===== config.mk =====
export PLATFORM = sky130hd
export DESIGN_NAME = fetch_stage_flat
export DESIGN_NICKNAME = d
export VERILOG_FILES = /design/src/rtl/fetch_stage_if.sv /design/src/rtl/fetch_stage.sv /design/src/flat_wrapper.sv
export SDC_FILE = /design/constraint.sdc
export NUM_CORES = 1
export LEC_CHECK = 0
export ABC_CLOCK_PERIOD_IN_PS = 2900
export CAP_MARGIN = 20
export CORE_MARGIN = 2
export CORE_UTILIZATION = 40
export CTS_CLUSTER_DIAMETER = 100
export CTS_CLUSTER_SIZE = 20
export DETAILED_ROUTE_END_ITERATION = 8
export HOLD_SLACK_MARGIN = 0.06
export RECOVER_POWER = 25
export SLEW_MARGIN = 20
export SYNTH_ARGS = -nofsm -noshare
export SYNTH_HDL_FRONTEND = slang
export SYNTH_SLANG_ARGS = --single-unit

===== constraint.sdc =====
create_clock -name clk -period 2.9 [get_ports clk]
set_input_delay 0.435 -clock clk [delete_from_list [all_inputs] [get_ports clk]]
set_output_delay 0.435 -clock clk [all_outputs]
set_load 0.02 [all_outputs]

===== src/rtl/fetch_stage_if.sv =====
// Instruction-memory request/response bundle between the fetch stage (master)
// and instruction memory (slave).
interface fetch_stage_if #(
    parameter int unsigned AWIDTH = 32,
    parameter int unsigned DWIDTH = 32
);
    logic              imem_req_valid_o;
    logic              imem_req_ready_i;
    logic [AWIDTH-1:0] imem_addr_o;
    logic              imem_rsp_valid_i;
    logic [DWIDTH-1:0] imem_rsp_data_i;

    modport master (
        output imem_req_valid_o, imem_addr_o,
        input  imem_req_ready_i, imem_rsp_valid_i, imem_rsp_data_i
    );

    modport slave (
        input  imem_req_valid_o, imem_addr_o,
        output imem_req_ready_i, imem_rsp_valid_i, imem_rsp_data_i
    );
endinterface


===== src/rtl/fetch_stage.sv =====
// Instruction fetch: owns the PC, issues in-order imem requests, buffers returned
// words with their PCs and hands one per cycle to decode; jumps flush and squash.
module fetch_stage #(
    parameter int unsigned       DWIDTH   = 32,
    parameter int unsigned       AWIDTH   = 32,
    parameter logic [AWIDTH-1:0] BASEADDR = 32'h01000000,
    parameter int unsigned       DEPTH    = 2
) (
    input  logic              clk,
    input  logic              rst_n,
    fetch_stage_if.master     imem,
    input  logic              redirect_i,
    input  logic [AWIDTH-1:0] redirect_pc_i,
    input  logic              stall_i,
    output logic              insn_valid_o,
    output logic [DWIDTH-1:0] insn_o,
    output logic [AWIDTH-1:0] pc_o
);
    localparam int PW   = $clog2(DEPTH);
    localparam int CW   = PW + 1;
    localparam int OCCW = CW + 1;
    localparam logic [DWIDTH-1:0] NOP = DWIDTH'(32'h00000013);

    logic [AWIDTH-1:0]              pc_q, pc_d, rsp_pc_q, rsp_pc_d;
    logic [CW-1:0]                  inflight_q, inflight_d, drop_q, drop_d, count_q, count_d;
    logic [PW-1:0]                  rd_ptr_q, rd_ptr_d, wr_ptr_q, wr_ptr_d;
    logic [DEPTH-1:0][DWIDTH-1:0]   insn_mem_q, insn_mem_d;
    logic [DEPTH-1:0][AWIDTH-1:0]   pc_mem_q, pc_mem_d;

    logic [OCCW-1:0]   occ;
    logic              req_valid, req_fire, rsp_ok, push, pop;
    logic [AWIDTH-1:0] target;

    // Words still in flight count against buffer space so a response always has a slot.
    assign occ       = OCCW'(inflight_q) + OCCW'(count_q);
    assign req_valid = rst_n && !redirect_i && (occ < OCCW'(DEPTH));
    assign req_fire  = req_valid && imem.imem_req_ready_i;
    assign rsp_ok    = imem.imem_rsp_valid_i && (inflight_q != '0);
    assign push      = rsp_ok && (drop_q == '0);
    assign pop       = insn_valid_o && !stall_i;
    assign target    = redirect_pc_i & ~AWIDTH'(3);

    assign imem.imem_req_valid_o = req_valid;
    assign imem.imem_addr_o      = pc_q;

    assign insn_valid_o = (count_q != '0);
    assign insn_o       = insn_valid_o ? insn_mem_q[rd_ptr_q] : NOP;
    assign pc_o         = insn_valid_o ? pc_mem_q[rd_ptr_q]   : BASEADDR;

    always_comb begin
        pc_d       = pc_q;
        rsp_pc_d   = rsp_pc_q;
        inflight_d = inflight_q;
        drop_d     = drop_q;
        count_d    = count_q;
        rd_ptr_d   = rd_ptr_q;
        wr_ptr_d   = wr_ptr_q;
        insn_mem_d = insn_mem_q;
        pc_mem_d   = pc_mem_q;
        if (redirect_i) begin
            // Everything still outstanding becomes garbage, including a word landing now.
            pc_d       = target;
            rsp_pc_d   = target;
            inflight_d = inflight_q - CW'(rsp_ok);
            drop_d     = inflight_q - CW'(rsp_ok);
            count_d    = '0;
            rd_ptr_d   = '0;
            wr_ptr_d   = '0;
        end else begin
            if (req_fire)
                pc_d = pc_q + AWIDTH'(4);
            inflight_d = inflight_q + CW'(req_fire) - CW'(rsp_ok);
            if (rsp_ok && (drop_q != '0))
                drop_d = drop_q - CW'(1);
            if (push) begin
                insn_mem_d[wr_ptr_q] = imem.imem_rsp_data_i;
                pc_mem_d[wr_ptr_q]   = rsp_pc_q;
                wr_ptr_d             = wr_ptr_q + PW'(1);
                rsp_pc_d             = rsp_pc_q + AWIDTH'(4);
            end
            if (pop)
                rd_ptr_d = rd_ptr_q + PW'(1);
            count_d = count_q + CW'(push) - CW'(pop);
        end
    end

    always_ff @(posedge clk or negedge rst_n) begin
        if (!rst_n) begin
            pc_q       <= BASEADDR;
            rsp_pc_q   <= BASEADDR;
            inflight_q <= '0;
            drop_q     <= '0;
            count_q    <= '0;
            rd_ptr_q   <= '0;
            wr_ptr_q   <= '0;
            insn_mem_q <= '0;
            pc_mem_q   <= '0;
        end else begin
            pc_q       <= pc_d;
            rsp_pc_q   <= rsp_pc_d;
            inflight_q <= inflight_d;
            drop_q     <= drop_d;
            count_q    <= count_d;
            rd_ptr_q   <= rd_ptr_d;
            wr_ptr_q   <= wr_ptr_d;
            insn_mem_q <= insn_mem_d;
            pc_mem_q   <= pc_mem_d;
        end
    end
endmodule


===== src/flat_wrapper.sv =====
// flat-port wrapper written by rule: the top's interface ports become plain ports
module fetch_stage_flat 
#(
    parameter int unsigned       DWIDTH   = 32,
    parameter int unsigned       AWIDTH   = 32,
    parameter logic [AWIDTH-1:0] BASEADDR = 32'h01000000,
    parameter int unsigned       DEPTH    = 2
)
  (clk, rst_n, redirect_i, redirect_pc_i, stall_i, insn_valid_o, insn_o, pc_o, imem_imem_req_valid_o, imem_imem_addr_o, imem_imem_req_ready_i, imem_imem_rsp_valid_i, imem_imem_rsp_data_i);
  fetch_stage_if #(.AWIDTH(AWIDTH), .DWIDTH(DWIDTH)) imem_i ();
  input  logic clk;
  input  logic rst_n;
  input  logic redirect_i;
  input  logic [AWIDTH-1:0] redirect_pc_i;
  input  logic stall_i;
  output logic insn_valid_o;
  output logic [DWIDTH-1:0] insn_o;
  output logic [AWIDTH-1:0] pc_o;
  output wire logic [$bits(imem_i.imem_req_valid_o)-1:0] imem_imem_req_valid_o;
  output wire logic [$bits(imem_i.imem_addr_o)-1:0] imem_imem_addr_o;
  input wire logic [$bits(imem_i.imem_req_ready_i)-1:0] imem_imem_req_ready_i;
  input wire logic [$bits(imem_i.imem_rsp_valid_i)-1:0] imem_imem_rsp_valid_i;
  input wire logic [$bits(imem_i.imem_rsp_data_i)-1:0] imem_imem_rsp_data_i;
  assign imem_imem_req_valid_o = imem_i.imem_req_valid_o;
  assign imem_imem_addr_o = imem_i.imem_addr_o;
  assign imem_i.imem_req_ready_i = imem_imem_req_ready_i;
  assign imem_i.imem_rsp_valid_i = imem_imem_rsp_valid_i;
  assign imem_i.imem_rsp_data_i = imem_imem_rsp_data_i;
  fetch_stage #(.DWIDTH(DWIDTH), .AWIDTH(AWIDTH), .BASEADDR(BASEADDR), .DEPTH(DEPTH)) u_core (.clk(clk), .rst_n(rst_n), .imem(imem_i), .redirect_i(redirect_i), .redirect_pc_i(redirect_pc_i), .stall_i(stall_i), .insn_valid_o(insn_valid_o), .insn_o(insn_o), .pc_o(pc_o));
endmodule

==> summary.txt <==
DR WL/cell = 17.3 um
Share of post-route cells with drive strength above 1 = 20.4%
Least-Margin Pin Slew = 1.59 ns
Clk slew on worst S/H paths = 0.07 ns
Total track usage = 18.9%
Worst hold-check path type = flip-flop to flip-flop
Crit-path max FO = 28
Final Slew Violations = 63
Period utilization = 95.9%
CP startpoint = u_core.rd_ptr_q
Root buf cell = clkbuf_16
Largest net degree at the start of global routing = 131
RSZ-0062 raised after global routing = no
Worst hold stages = 1
Distinct cells, synth = 50
Required @ worst endpoint = 2.47 ns
Final Hold Fails = 0
Global-route wire length before repair = 36,800 um
PnR worst setup slack = 0.118 ns
CTS buffer count = 17
CP startpoint kind = flip-flop
Iter 0 DRT Violations = 352
Post-Syn Instances = 830
Hold Slack = 0.505 ns
Top Ports = 168
Main flop type after synthesis = dfrtp_1
Status = finished with violations
Total Die Area = 24,800 um2
Synthesized cell area = 9410 um2
Clk_skew = 0.0113 ns
EDFF count, synth = 0
Failing checks = capacitance limit, slew limit
Starting Density = 40.4%
Finished Core Util = 52.0%
Layout area overhead = 28.6%
Hold Startpoint = u_core.pc_mem_q[16]
Total core area = 23,300 um2
Max-slew headroom = -5.72%
Final setup vio count = 0
# diodes = 0
Maximum vdd drop = 390 uV
# clock sinks = 192
GPL Wtd Cong = 0.866
DR DRC count = 0
Maxcap violations = 1
Max Fclk = 359 MHz
Yosys reg bits = 192
Synth warnings = 0
Die width = 157 um
WL final = 22,900 um
Port Buf Inserts = 161
Dpl hpwl = 16,000 um
Critical Path End Type = output pin
Bufs on Longest Clock Path = 2
Hold_buf cts = 0
Iteration count of the initial detailed-routing pass = 4
Gr ovfl total = 0
Clk_lat worst skew = 0.43 ns
Power density over the cells = 929 nW/um2
CP arrival = 2.35 ns
Remaining antenna violation count = 0
Initial antenna violation count = 0
Lkg Pwr = 0.00494 uW
CTS tree = done
Sequential share of the synthesized area = 51.1%
Place WS = 0.176 ns
Final setup TNS = 0 ns
Vias per inst = 5.19
Placed insts = 1,292
Minimum clock period = 2.78 ns
Chip Height = 157 um
Non-Filler Instances = 1,324
Number of global-route vias before repair = 6,995
Std-Cell Rows = 56
Vias = 6,867
Mean post-synth cell area = 11.3 um2
Launch point of the worst reg-to-reg path = u_core.count_q[0]
Reg2reg path depth = 9
Nets = 1,070
H-tree depth = 4
Ys async rst share = 100%
Setup Crit Path Kind = flip-flop to output pin
Setup bufs post-CTS = 0
## kinds of logic (layout without fill, tap and decap cells)
kind of cell    count (synthesis)  after routing  share of synthesized area (%)
xor+xnor                       39             39                           3.63
buf+inv                        66            238                           3.09
flops                         192            192                           51.1
other cells                     1              4                         0.0399
mux                           194            194                           22.4
compound gates                 85             85                           5.84
fa+ha+maj                       8              8                           1.14
simple gates                  245            245                           12.8
## path summary, 6_finish.rpt
check                                              endpoint  slack (ns)
worst min register to register          u_core.pc_mem_q[16]        0.51
worst max register to register  u_core.imem.imem_addr_o[29]        0.22
worst min-delay path                    u_core.pc_mem_q[16]        0.51
worst max-delay path                             insn_o[21]        0.12
min in group asynchronous             u_core.insn_mem_q[61]        0.66
max in group asynchronous                   u_core.rd_ptr_q        0.82
## per-layer routing
layer	global-route usage [%]	routed length [um]	vias to the layer above
li1	-	-	3276
met1	26.9	11300	3364
met2	29.5	10100	197
met3	3.30	1130	30
met4	5.93	346	0
met5	0	0	-
## layout by cell type (no fill, tap or decap), types with 3 or more instances in the layout
master | Yosys | final
xnor2_1 | 13 | 13
o311ai_0 | 7 | 7
clkinvlp_4 | 0 | 4
bufinv_16 | 0 | 3
a21oi_1 | 6 | 6
mux2i_1 | 64 | 64
nor4_1 | 6 | 5
a31oi_1 | 4 | 4
clkbuf_16 | 0 | 17
nor2b_1 | 4 | 4
o311ai_1 | 5 | 5
mux2_2 | 130 | 130
nand3_1 | 33 | 33
o21ai_0 | 41 | 41
nand2_1 | 61 | 61
buf_4 | 5 | 18
and4_1 | 6 | 6
or4_1 | 3 | 3
nor3_1 | 7 | 7
clkbuf_1 | 16 | 5
clkdlybuf4s50_1 | 0 | 158
nor2_1 | 75 | 74
buf_12 | 0 | 6
ha_1 | 7 | 7
nand4_1 | 26 | 26
o211ai_1 | 13 | 13
and3_1 | 8 | 7
and2_1 | 3 | 3
inv_1 | 17 | 17
xor2_1 | 26 | 26
nor4_2 | 2 | 3
dfrtp_1 | 190 | 189
conb_1 | 1 | 4
## flip-flops by register name, summed over array words and instances, names as in the netlist
| register | count |
|---|---|
| u_core.insn_mem_q | 64 |
| u_core.rsp_pc_q | 30 |
| u_core.wr_ptr_q | 1 |
| u_core.drop_q | 2 |
| u_core.pc_mem_q | 60 |
| u_core.imem.imem_addr_o | 30 |
| u_core.inflight_q | 2 |
| u_core.rd_ptr_q | 1 |
| u_core.count_q | 2 |
## metrics by stage
step                total power (uW)  instance area [um2]
finish                         11200                12100
global route                   12000                12100
CTS                            11400                12100
detailed placement              8950                11500
global placement                8880                11500
floorplan                       6990                 9420
## layout make-up
class / instances / area, um2
timing repair buffer: 188 / 1860
tap: 319 / 399
fill: 2135 / 11200
sequential: 192 / 4810
clock buffer: 21 / 460
clock inverter: 11 / 155
inverter: 18 / 68.8
multi-input combinational: 575 / 4340
## where the power goes
| part | leakage (uW) | switching, uW | internal (uW) | total [uW] |
|---|---|---|---|---|
| clock network | 0.000287 | 1020 | 1410 | 2430 |
| logic | 0.00224 | 2220 | 2330 | 4550 |
| registers | 0.00241 | 664 | 3610 | 4270 |
| total | 0.00494 | 3900 | 7350 | 11200 |
## cells in the mapped netlist, types with 16 or more instances
cell type  instances  share of area [%]
buf_2             18               0.96
mux2i_1           64                6.8
mux2_2           130                 16
nand3_1           33                1.8
clkbuf_1          16               0.64
nand4_1           26                1.7
inv_1             17               0.68
dfrtp_1          190                 51
o21ai_0           41                2.2
xor2_1            26                2.4
nand2_1           61                2.4
nor2_1            75                3.0
## critical path, cell delays in order, from the launching register on
cell	delay, ns
dfrtp_4	0.77
buf_4	0.31
mux2i_1	0.20
nor2_1	0.05
clkdlybuf4s50_1	0.56
## timing repair
item                                    CTS  global route
resized for setup                         3             1
endpoints found under the setup margin    1             1
cloned                                    0             0
No activity file was read; power rests on OpenSTA's default activity.
